==> src/rtl/mem_access_unit_if.sv <==
// mem_access_unit_if: request side, data-memory port and load-result signals of the memory-access stage.
interface mem_access_unit_if #(parameter int ADDR_WIDTH = 12);
  logic                  REQ_CSN;
  logic                  REQ_WEN;
  logic [3:0]            REQ_BE;
  logic [31:0]           REQ_ADDR;
  logic [31:0]           REQ_WDATA;
  logic                  REQ_UNSIGNED;
  logic                  D_MEM_CSN;
  logic                  D_MEM_WEN;
  logic [3:0]            D_MEM_BE;
  logic [ADDR_WIDTH-1:0] D_MEM_ADDR;
  logic [31:0]           D_MEM_DOUT;
  logic [31:0]           D_MEM_DI;
  logic                  STALL;
  logic [31:0]           LOAD_DATA;
  logic                  LOAD_VALID;
  logic                  MISALIGN;
  modport slave (
    input  REQ_CSN, REQ_WEN, REQ_BE, REQ_ADDR, REQ_WDATA, REQ_UNSIGNED, D_MEM_DI,
    output D_MEM_CSN, D_MEM_WEN, D_MEM_BE, D_MEM_ADDR, D_MEM_DOUT, STALL, LOAD_DATA, LOAD_VALID, MISALIGN
  );
  modport master (
    output REQ_CSN, REQ_WEN, REQ_BE, REQ_ADDR, REQ_WDATA, REQ_UNSIGNED, D_MEM_DI,
    input  D_MEM_CSN, D_MEM_WEN, D_MEM_BE, D_MEM_ADDR, D_MEM_DOUT, STALL, LOAD_DATA, LOAD_VALID, MISALIGN
  );
endinterface

==> src/rtl/mem_access_unit.sv <==
// mem_access_unit: aligns stores onto a 32-bit memory port and sequences fixed-latency loads with extension.
module mem_access_unit #(
  parameter int ADDR_WIDTH  = 12,
  parameter int MEM_LATENCY = 1
) (
  input logic CLK,
  input logic RST,
  mem_access_unit_if.slave bus
);
  localparam int CW = $clog2(MEM_LATENCY + 1);
  typedef enum logic {IDLE, WAIT} state_t;
  state_t        state;
  logic [CW-1:0] cnt;
  logic [1:0]    off, off_q;
  logic [3:0]    be_q;
  logic          uns_q, mis, acc, unused_addr;
  logic [31:0]   r, ext;
  assign off = bus.REQ_ADDR[1:0];
  assign mis = !(bus.REQ_BE == 4'b0001 || (bus.REQ_BE == 4'b0011 && off != 2'd3) || (bus.REQ_BE == 4'b1111 && off == 2'd0));
  // Requests reach memory only from IDLE; WAIT and reset hold the port idle.
  assign acc = !RST && state == IDLE && !bus.REQ_CSN && !mis;
  assign bus.D_MEM_CSN  = !acc;
  assign bus.D_MEM_WEN  = !(acc && !bus.REQ_WEN);
  assign bus.D_MEM_BE   = acc ? bus.REQ_BE << off : 4'b0000;
  assign bus.D_MEM_ADDR = bus.REQ_ADDR[ADDR_WIDTH+1:2];
  assign bus.D_MEM_DOUT = bus.REQ_WDATA << {off, 3'b000};
  assign bus.STALL      = (acc && bus.REQ_WEN) || state == WAIT;
  assign unused_addr    = ^bus.REQ_ADDR[31:ADDR_WIDTH+2];
  assign r   = bus.D_MEM_DI >> {off_q, 3'b000};
  assign ext = be_q[3] ? r :
               be_q[1] ? {{16{!uns_q && r[15]}}, r[15:0]} :
                         {{24{!uns_q && r[7]}}, r[7:0]};
  always_ff @(posedge CLK or posedge RST) begin
    if (RST) begin
      state          <= IDLE;
      cnt            <= '0;
      off_q          <= '0;
      be_q           <= '0;
      uns_q          <= 1'b0;
      bus.LOAD_VALID <= 1'b0;
      bus.LOAD_DATA  <= '0;
      bus.MISALIGN   <= 1'b0;
    end else begin
      bus.MISALIGN   <= state == IDLE && !bus.REQ_CSN && mis;
      bus.LOAD_VALID <= 1'b0;
      if (state == IDLE) begin
        if (acc && bus.REQ_WEN) begin
          state <= WAIT;
          cnt   <= CW'(MEM_LATENCY);
          off_q <= off;
          be_q  <= bus.REQ_BE;
          uns_q <= bus.REQ_UNSIGNED;
        end
      end else begin
        cnt <= cnt - CW'(1);
        if (cnt == CW'(1)) begin
          state          <= IDLE;
          bus.LOAD_VALID <= 1'b1;
          bus.LOAD_DATA  <= ext;
        end
      end
    end
  end
endmodule

==> src/flat_wrapper.sv <==
// flat-port wrapper written by rule: the top's interface ports become plain ports
module mem_access_unit_flat 
#(
  parameter int ADDR_WIDTH  = 12,
  parameter int MEM_LATENCY = 1
)
  (CLK, RST, bus_REQ_CSN, bus_REQ_WEN, bus_REQ_BE, bus_REQ_ADDR, bus_REQ_WDATA, bus_REQ_UNSIGNED, bus_D_MEM_DI, bus_D_MEM_CSN, bus_D_MEM_WEN, bus_D_MEM_BE, bus_D_MEM_ADDR, bus_D_MEM_DOUT, bus_STALL, bus_LOAD_DATA, bus_LOAD_VALID, bus_MISALIGN);
  mem_access_unit_if #(.ADDR_WIDTH(ADDR_WIDTH)) bus_i ();
  input logic CLK;
  input logic RST;
  input wire logic [$bits(bus_i.REQ_CSN)-1:0] bus_REQ_CSN;
  input wire logic [$bits(bus_i.REQ_WEN)-1:0] bus_REQ_WEN;
  input wire logic [$bits(bus_i.REQ_BE)-1:0] bus_REQ_BE;
  input wire logic [$bits(bus_i.REQ_ADDR)-1:0] bus_REQ_ADDR;
  input wire logic [$bits(bus_i.REQ_WDATA)-1:0] bus_REQ_WDATA;
  input wire logic [$bits(bus_i.REQ_UNSIGNED)-1:0] bus_REQ_UNSIGNED;
  input wire logic [$bits(bus_i.D_MEM_DI)-1:0] bus_D_MEM_DI;
  output wire logic [$bits(bus_i.D_MEM_CSN)-1:0] bus_D_MEM_CSN;
  output wire logic [$bits(bus_i.D_MEM_WEN)-1:0] bus_D_MEM_WEN;
  output wire logic [$bits(bus_i.D_MEM_BE)-1:0] bus_D_MEM_BE;
  output wire logic [$bits(bus_i.D_MEM_ADDR)-1:0] bus_D_MEM_ADDR;
  output wire logic [$bits(bus_i.D_MEM_DOUT)-1:0] bus_D_MEM_DOUT;
  output wire logic [$bits(bus_i.STALL)-1:0] bus_STALL;
  output wire logic [$bits(bus_i.LOAD_DATA)-1:0] bus_LOAD_DATA;
  output wire logic [$bits(bus_i.LOAD_VALID)-1:0] bus_LOAD_VALID;
  output wire logic [$bits(bus_i.MISALIGN)-1:0] bus_MISALIGN;
  assign bus_i.REQ_CSN = bus_REQ_CSN;
  assign bus_i.REQ_WEN = bus_REQ_WEN;
  assign bus_i.REQ_BE = bus_REQ_BE;
  assign bus_i.REQ_ADDR = bus_REQ_ADDR;
  assign bus_i.REQ_WDATA = bus_REQ_WDATA;
  assign bus_i.REQ_UNSIGNED = bus_REQ_UNSIGNED;
  assign bus_i.D_MEM_DI = bus_D_MEM_DI;
  assign bus_D_MEM_CSN = bus_i.D_MEM_CSN;
  assign bus_D_MEM_WEN = bus_i.D_MEM_WEN;
  assign bus_D_MEM_BE = bus_i.D_MEM_BE;
  assign bus_D_MEM_ADDR = bus_i.D_MEM_ADDR;
  assign bus_D_MEM_DOUT = bus_i.D_MEM_DOUT;
  assign bus_STALL = bus_i.STALL;
  assign bus_LOAD_DATA = bus_i.LOAD_DATA;
  assign bus_LOAD_VALID = bus_i.LOAD_VALID;
  assign bus_MISALIGN = bus_i.MISALIGN;
  mem_access_unit #(.ADDR_WIDTH(ADDR_WIDTH), .MEM_LATENCY(MEM_LATENCY)) u_core (.CLK(CLK), .RST(RST), .bus(bus_i));
endmodule
==> config.mk <==
export PLATFORM = sky130hd
export DESIGN_NAME = mem_access_unit_flat
export DESIGN_NICKNAME = d
export VERILOG_FILES = /design/src/rtl/mem_access_unit_if.sv /design/src/rtl/mem_access_unit.sv /design/src/flat_wrapper.sv
export SDC_FILE = /design/constraint.sdc
export NUM_CORES = 1
export LEC_CHECK = 0
export BUFFER_PORTS_ARGS = -buffer_cell sky130_fd_sc_hd__buf_2
export CORE_MARGIN = 2
export CORE_UTILIZATION = 38
export CTS_CLUSTER_SIZE = 16
export DETAILED_ROUTE_END_ITERATION = 6
export PLACE_DENSITY_LB_ADDON = 0.25
export SYNTH_ARGS = -nofsm -noshare
export SYNTH_HDL_FRONTEND = slang
export SYNTH_SLANG_ARGS = --single-unit
export TNS_END_PERCENT = 5
==> constraint.sdc <==
create_clock -name CLK -period 1.5 [get_ports CLK]
set_input_delay 0.225 -clock CLK [delete_from_list [all_inputs] [get_ports CLK]]
set_output_delay 0.225 -clock CLK [all_outputs]
set_load 0.1 [all_outputs]
### Word-level counts from Yosys, hierarchy flattened

Index checks and enable logic that the tools add are counted.

* add/sub/neg operators: 1
* $mul: 0
* div/mod/pow operators: 0
* magnitude comparators: 0
* equality and inequality tests: 4
* shift operators: 3
* muxes and demuxes: 10
* bitwise operators: 1
* reductions and logical operators: 25

Operators by type and width (count)
* two-way mux 32 bit: 2
* left shift 32 x 5 -> 32 bit: 1
* >> shifter 32 x 5 -> 32 bit: 1
* logical AND 1 bit: 11
* logical NOT 1 bit: 7
* two-way mux 1 bit: 7
* equality test 4 x 1 -> 1 bit, second input constant: 1
* equality test 4 x 2 -> 1 bit, second input constant: 1
* equality test 4 bit, second input constant: 1
* two-way mux 4 bit: 1
* AND reduction 2 bit: 2
* left shift 4 x 2 -> 4 bit: 1
* logical OR 1 bit: 3
* logical NOT 2 bit: 1
* != test 2 bit, second input constant: 1
* nonzero test 2 bit: 1
* inverter 1 bit: 1
* subtractor 1 bit, second input constant: 1

* bits in registers: 43
* bits in latches: 0
* RAM bits: 0
* memory bits (read-only): 0
* input port bits: 105
* output and inout port bits: 85
* logic and storage cells: 52
* memories: 0

### Logic depth before layout (Yosys ltp)

Gate-level depths: netlist (run 1).

* depth after elaboration: 8
* depth in mapped cells: 6
* gate-level depth less buffers: 5

### Worst setup path before layout (run 1)

Ideal clock, no wire load.

* kind: register to output
* start: register u_core.state
* end: output bus_D_MEM_BE[3]
* data arrival time: 4014 ps
* required time: 1275 ps
* path slack: -2739 ps
* stages on the path, launching flop included: 5
* path buffers: 1
* cells stage by stage: dfrtp_1 > or3_1 > or2_2 > clkbuf_1 > a211oi_1

* cells in the longest elaborated chain, start to end: 5

Ends and longest elaborated chain
* start, declared: line mem_access_unit.sv:12 `state_t state;`
* start signal, assigned: line mem_access_unit.sv:35 `state <= IDLE;`
* start signal, assigned: line mem_access_unit.sv:48 `state <= WAIT;`
* start signal, assigned: line mem_access_unit.sv:57 `state <= IDLE;`
* inverter 1 bit (no line)
* logical AND 1 bit (3 in series): line mem_access_unit.sv:21 `assign acc = !RST && state == IDLE && !bus.REQ_CSN && !mis;`
* two-way mux 4 bit: line mem_access_unit.sv:24 `assign bus.D_MEM_BE = acc ? bus.REQ_BE << off : 4'b0000;`
* end, declared: line flat_wrapper.sv:20 `output wire logic [$bits(bus_i.D_MEM_BE)-1:0] bus_D_MEM_BE;`

No other way between the ends.

### Worst setup path in the final report (run 1)

Ends and elaborated chain as after synthesis.

==> results of run 1 <==
## power by group
| group | switching (uW) | total [uW] | internal, uW |
|---|---|---|---|
| logic | 4560 | 5960 | 1400 |
| clock network | 374 | 916 | 543 |
| registers | 243 | 1800 | 1560 |
## flip-flops by register name (all words and copies together), names as in the netlist
| name | cells |
|---|---|
| u_core.be_q | 2 |
| u_core.bus.LOAD_DATA | 32 |
| u_core.uns_q | 1 |
| u_core.bus.MISALIGN | 1 |
| u_core.state | 1 |
| u_core.cnt | 1 |
| u_core.off_q | 2 |
| u_core.bus.LOAD_VALID | 1 |
## Yosys cell counts, drive strengths merged, types with 10 or more instances
library cell	number
dfrtp	41
mux2i	34
nor2	29
nand2	27
a21oi	25
buf	25
o21ai	17
a221o	16
mux2	15
nor2b	12
clkbuf	11
a211oi	10
and2	10
## kinds of logic (layout without fill, tap and decap cells)
family | count (synthesis) | in the layout | share of synthesized area
other | 0 | 1 | 0
AND/OR/NAND/NOR | 88 | 88 | 0.153
multiplexers | 50 | 50 | 0.193
buffers and inverters | 41 | 191 | 0.0785
AO/OA/AOI/OAI | 81 | 81 | 0.204
flip-flops | 41 | 41 | 0.372
## worst max-delay path, stage by stage, from the launching register on
cell	delay [ps]
dfrtp_1	380
or3_4	350
or2_4	280
a211oi_4	220
buf_12	210
## through the flow
| stage | setup TNS, ps | instances |
|---|---|---|
| 6_report | -5680 | 551 |
| 5_1_grt | -8780 | 550 |
| 4_1_cts | -5830 | 550 |
| 3_5_place_dp | -8090 | 541 |
| 3_3_place_gp | -5960 | 541 |
| 2_1_floorplan | -19060 | 301 |
## timing repair
action	4_1_cts	5_1_grt
setup buffers	1	0
endpoints found under the setup margin	50	64
gates resized for setup	14	13
pin swaps	3	2
## per-layer routing
layer | routed length (um) | part of all wire | track usage
met4 | 154 | 0.017 | 0.0556
met5 | 0 | 0 | 0
met1 | 3440 | 0.39 | 0.257
met2 | 4420 | 0.50 | 0.380
met3 | 850 | 0.096 | 0.0729
## worst paths after layout
| kind | startpoint | end | slack [ps] | depth (start not counted) |
|---|---|---|---|---|
| min reg2reg | u_core.bus.LOAD_DATA[4] | u_core.bus.LOAD_DATA[4] | 480 | 2 |
| min | RST | u_core.state | 70 | 3 |
| max in group asynchronous | RST | u_core.off_q[1] | 1040 | 3 |
| min in group CLK | bus_REQ_CSN | u_core.bus.MISALIGN | 100 | 2 |
| max reg2reg | u_core.be_q[1] | u_core.bus.LOAD_DATA[22] | -120 | 4 |
| max | u_core.state | bus_D_MEM_BE[3] | -460 | 4 |
## cell type report
class                           count  area, sq um
Clock inverter                      1         30.0
Timing Repair Buffer              178         1610
Sequential cell                    41         1030
Fill cell                         629         2520
Antenna cell                        1         2.50
Clock buffer                        7         86.3
Multi-Input combinational cell    219         1730
Inverter                            5         18.8
Tap cell                           99          124
==> results.cfg, run 1 <==
[outcome]
status = finished, violations left
violations = negative setup slack

[flow_run]
maxCapViolCount = 0

[worst_setup_path]
worstSetupPathType = flop to output pin
start_kind = flop
cp_data_arrival_time_ps = 1730
required_ps = 1270
critical_path_peak_fanout = 5
worstSetupEndpointType = output pin

[timing]
period_needed_ps = 1960
rsz0062_at_grt = yes
clock_skew_ps = 4.72
max_freq_mhz = 511
worst_pin_slew_ps = 479
setup_viol = 44
whs_ps = 69.9
hold_viol = 0
fin_ws_ps = -456
slew_headroom = 0.671
period_share = 1.30
drv_slew = 0

[floorplan]
initial_utilization = 0.387
io-pin-count = 190
die_w_um = 89.2
core_sq_um = 7140
chipHeight_um = 89.2
dieArea_sq_um = 7960
row_count = 31

[layout]
final_area_sq_um = 4620
final_util = 0.647
fin_nets = 555
drive_gt1_frac = 0.559
area_growth_pct = 67.5
final_cell_mix = buf_2, buf_12, dfrtp_1
final_common_cell = buf_2

[cts]
clockBufferDepth = 2
clkTransAtPathRegs_ps = 80
cts_made_buffers = 5
postCtsHoldBufs = 0
cts_tree = built
clk_latency_ps = 290
cts.sinks = 41
cts.root.buffer_cell = clkbuf_8
h-tree-depth = 2

[place]
dp_hpwl_mm = 7.00
dp_slack_ps = -246
place.gp.congestion = 0.861
place_area_sq_um = 4380
portBuffers = 147

[grt]
grt_pass1_vias = 2851
overflow = 0
antenna_found_initial = 1
grt_pass1_wl_mm = 13.5
grt_usage = 0.218
grt_max_degree = 42

[yosys]
seq_area_frac_synth = 0.372
synth_area_per_cell_sq_um = 9.17
synth_area_leaders = dfrtp_1, mux2i_1, mux2_2
syn-cell-area_sq_um = 2760
synth_top_area_share = 0.372
synthArstFlopShare = 1.00
netlist-cell-type-count = 35
syn-num-nets = 406
synth_ff_type = dfrtp_1
yosys.area.top_type = dfrtp_1
synth_warnings = 0
postSynthCellCount = 301
ys_ff_latch = 41
synth_edf_count = 0

[route]
vias = 2879
drtPass1Iterations = 4
drt_iter0_drc = 101
ant_nets = 0
routed_wirelength_mm = 8.87
drc = 0
vias_per_cell = 5.23
wl_per_cell_um = 16.1

[pwr]
p_leak_uw = 0.00213
powerDensity_nw_per_um2 = 1880
irDropWorstVdd_mv = 0.685
power_uw = 8680

[worst_hold_path]
hold_path.class = input pin to asynchronous set/reset pin
Power figures use the tool's default switching activity.
==> run 2, diff against run 1 <==
- CORE_UTILIZATION: 38 -> 42
- clock period: 1.5 -> 1.99 ns (I/O delays scaled with it)
==> results.cfg, run 2 (synthesis gave the netlist of run 1 again) <==
[cts]
cts.root.buffer_cell = clkbuf_8
cts_made_buffers = 5
clk_latency_ps = 300
postCtsHoldBufs = 0
cts_tree = built
clockBufferDepth = 2
h-tree-depth = 2
clkTransAtPathRegs_ps = 80
cts.sinks = 41

[timing]
clock_skew_ps = 9.33
hold_viol = 0
period_share = 1.04
tns_ps = -156
drv_slew = 0
max_freq_mhz = 483
slew_headroom = 0.449
rsz0062_at_grt = yes
worst_pin_slew_ps = 827
setup_viol = 4
period_needed_ps = 2070
fin_ws_ps = -81.5

[outcome]
violations = negative setup slack
status = finished, violations left

[grt]
grt_pass1_vias = 2808
grt_usage = 0.238
grt_pass1_wl_mm = 13.9
overflow = 0
antenna_found_initial = 1
grt_max_degree = 42

[route]
vias = 2828
routed_wirelength_mm = 8.55
vias_per_cell = 5.51
drtPass1Iterations = 4
drt_iter0_drc = 130
wl_per_cell_um = 16.7
ant_nets = 0
drc = 0

[flow_run]
maxCapViolCount = 0

[worst_setup_path]
rr_worst_depth = 5
required_ps = 1690
cp_data_arrival_time_ps = 1770
start_kind = flop
worstSetupEndpointType = output pin
crit_path_cell_trace = or3_4 -> or2_4 -> a211oi_4 -> buf_12
slowest_delay_ps = 390
slowest_stage = dfrtp_1
critical_path_peak_fanout = 5
worstSetupPathType = flop to output pin

[floorplan]
die_w_um = 85.1
chipHeight_um = 85.1
row_count = 29
dieArea_sq_um = 7230
core_sq_um = 6350
initial_utilization = 0.434
io-pin-count = 190

[layout]
area_growth_pct = 57.3
final_area_sq_um = 4340
largest_register_ffs = 32
fin_nets = 540
drive_gt1_frac = 0.502
final_common_cell = buf_2
top_regs = u_core.bus.LOAD_DATA x32, u_core.be_q x2, u_core.off_q x2
filler_cell_count = 516
regMostFlops = u_core.bus.LOAD_DATA
diodes = 0
layoutNonFillerInstCount = 513
final_util = 0.683
final_cell_mix = buf_2, dfrtp_1, buf_12

[place]
portBuffers = 147
placed_cells = 504
place.gp.congestion = 0.886
dp_hpwl_mm = 6.79
place_area_sq_um = 4240

[pwr]
powerDensity_nw_per_um2 = 1450
power_uw = 6280
p_leak_uw = 0.00203
irDropWorstVdd_mv = 1.48

[worst_hold_path]
hold_path.class = input pin to asynchronous set/reset pin
-- run 2: changes by cell type in the layout (fill, tap and decap cells not counted), moves of 2 or more --
cell      change
buf_4        -11
mux2i_1       +7
a211oi_1      +6
a211oi_2      -6
mux2i_2       -6
and2_1        +4
and2_4        -4
buf_6         -2
clkinv_2      +2
-- run 2: timing repair --
item,in CTS,in global routing
gates resized for setup,0,1
endpoints found under the setup margin,4,13
pin swaps,3,0
buffers inserted,1,0
-- run 2: where the power goes --
part / internal [uW] / leakage [uW] / switching, uW
Clock: 242 / 0.0000439 / 300
Combinational: 964 / 0.00148 / 3400
Sequential: 1170 / 0.000503 / 201
-- run 2: final timing paths --
path / startpoint / end / slack (ps)
worst max-delay path: u_core.state / bus_D_MEM_BE[3] / -80
worst min-delay path: RST / u_core.state / 120
worst max register to register: u_core.state / u_core.bus.LOAD_DATA[30] / 170
worst min register to register: u_core.bus.LOAD_DATA[6] / u_core.bus.LOAD_DATA[6] / 480
max in group asynchronous: RST / u_core.bus.LOAD_DATA[9] / 1500
min in group CLK: bus_REQ_CSN / u_core.bus.MISALIGN / 170
-- run 2: stage by stage --
step / setup WS (ps) / hold WS, ps
after floorplan: -405 / 369
after global placement: 75.2 / 455
after detailed placement: 73.7 / 465
after CTS: -95.0 / 133
final: -81.5 / 123
after global routing: -139 / 166
-- run 2: area by class of cell --
| type | count | area, sq um | area share |
|---|---|---|---|
| clock buffers | 5 | 68.8 | 0.0159 |
| clock inverters | 3 | 17.5 | 0.00404 |
| inverters | 5 | 18.8 | 0.00433 |
| multi-input cells | 219 | 1660 | 0.382 |
| flip-flops and latches | 41 | 1030 | 0.236 |
| well taps | 77 | 96.3 | 0.0222 |
| repair buffers | 163 | 1450 | 0.335 |
-- run 2: routing by layer --
metal	routed length [um]	up-vias	global-route usage
met3	839	13	0.0798
met1	3240	1341	0.281
met4	125	0	0.0693
li1	-	1341	-
met2	4350	133	0.413
met5	0	-	0
-- run 2: worst max-delay path: cells and delay by family, from the launching register on --
kind / cells / cell delay [ps]
DFF: 1 / 390
AOI/OAI and AO/OA: 1 / 210
buffers and inverters: 1 / 210
and+or+nand+nor: 2 / 660
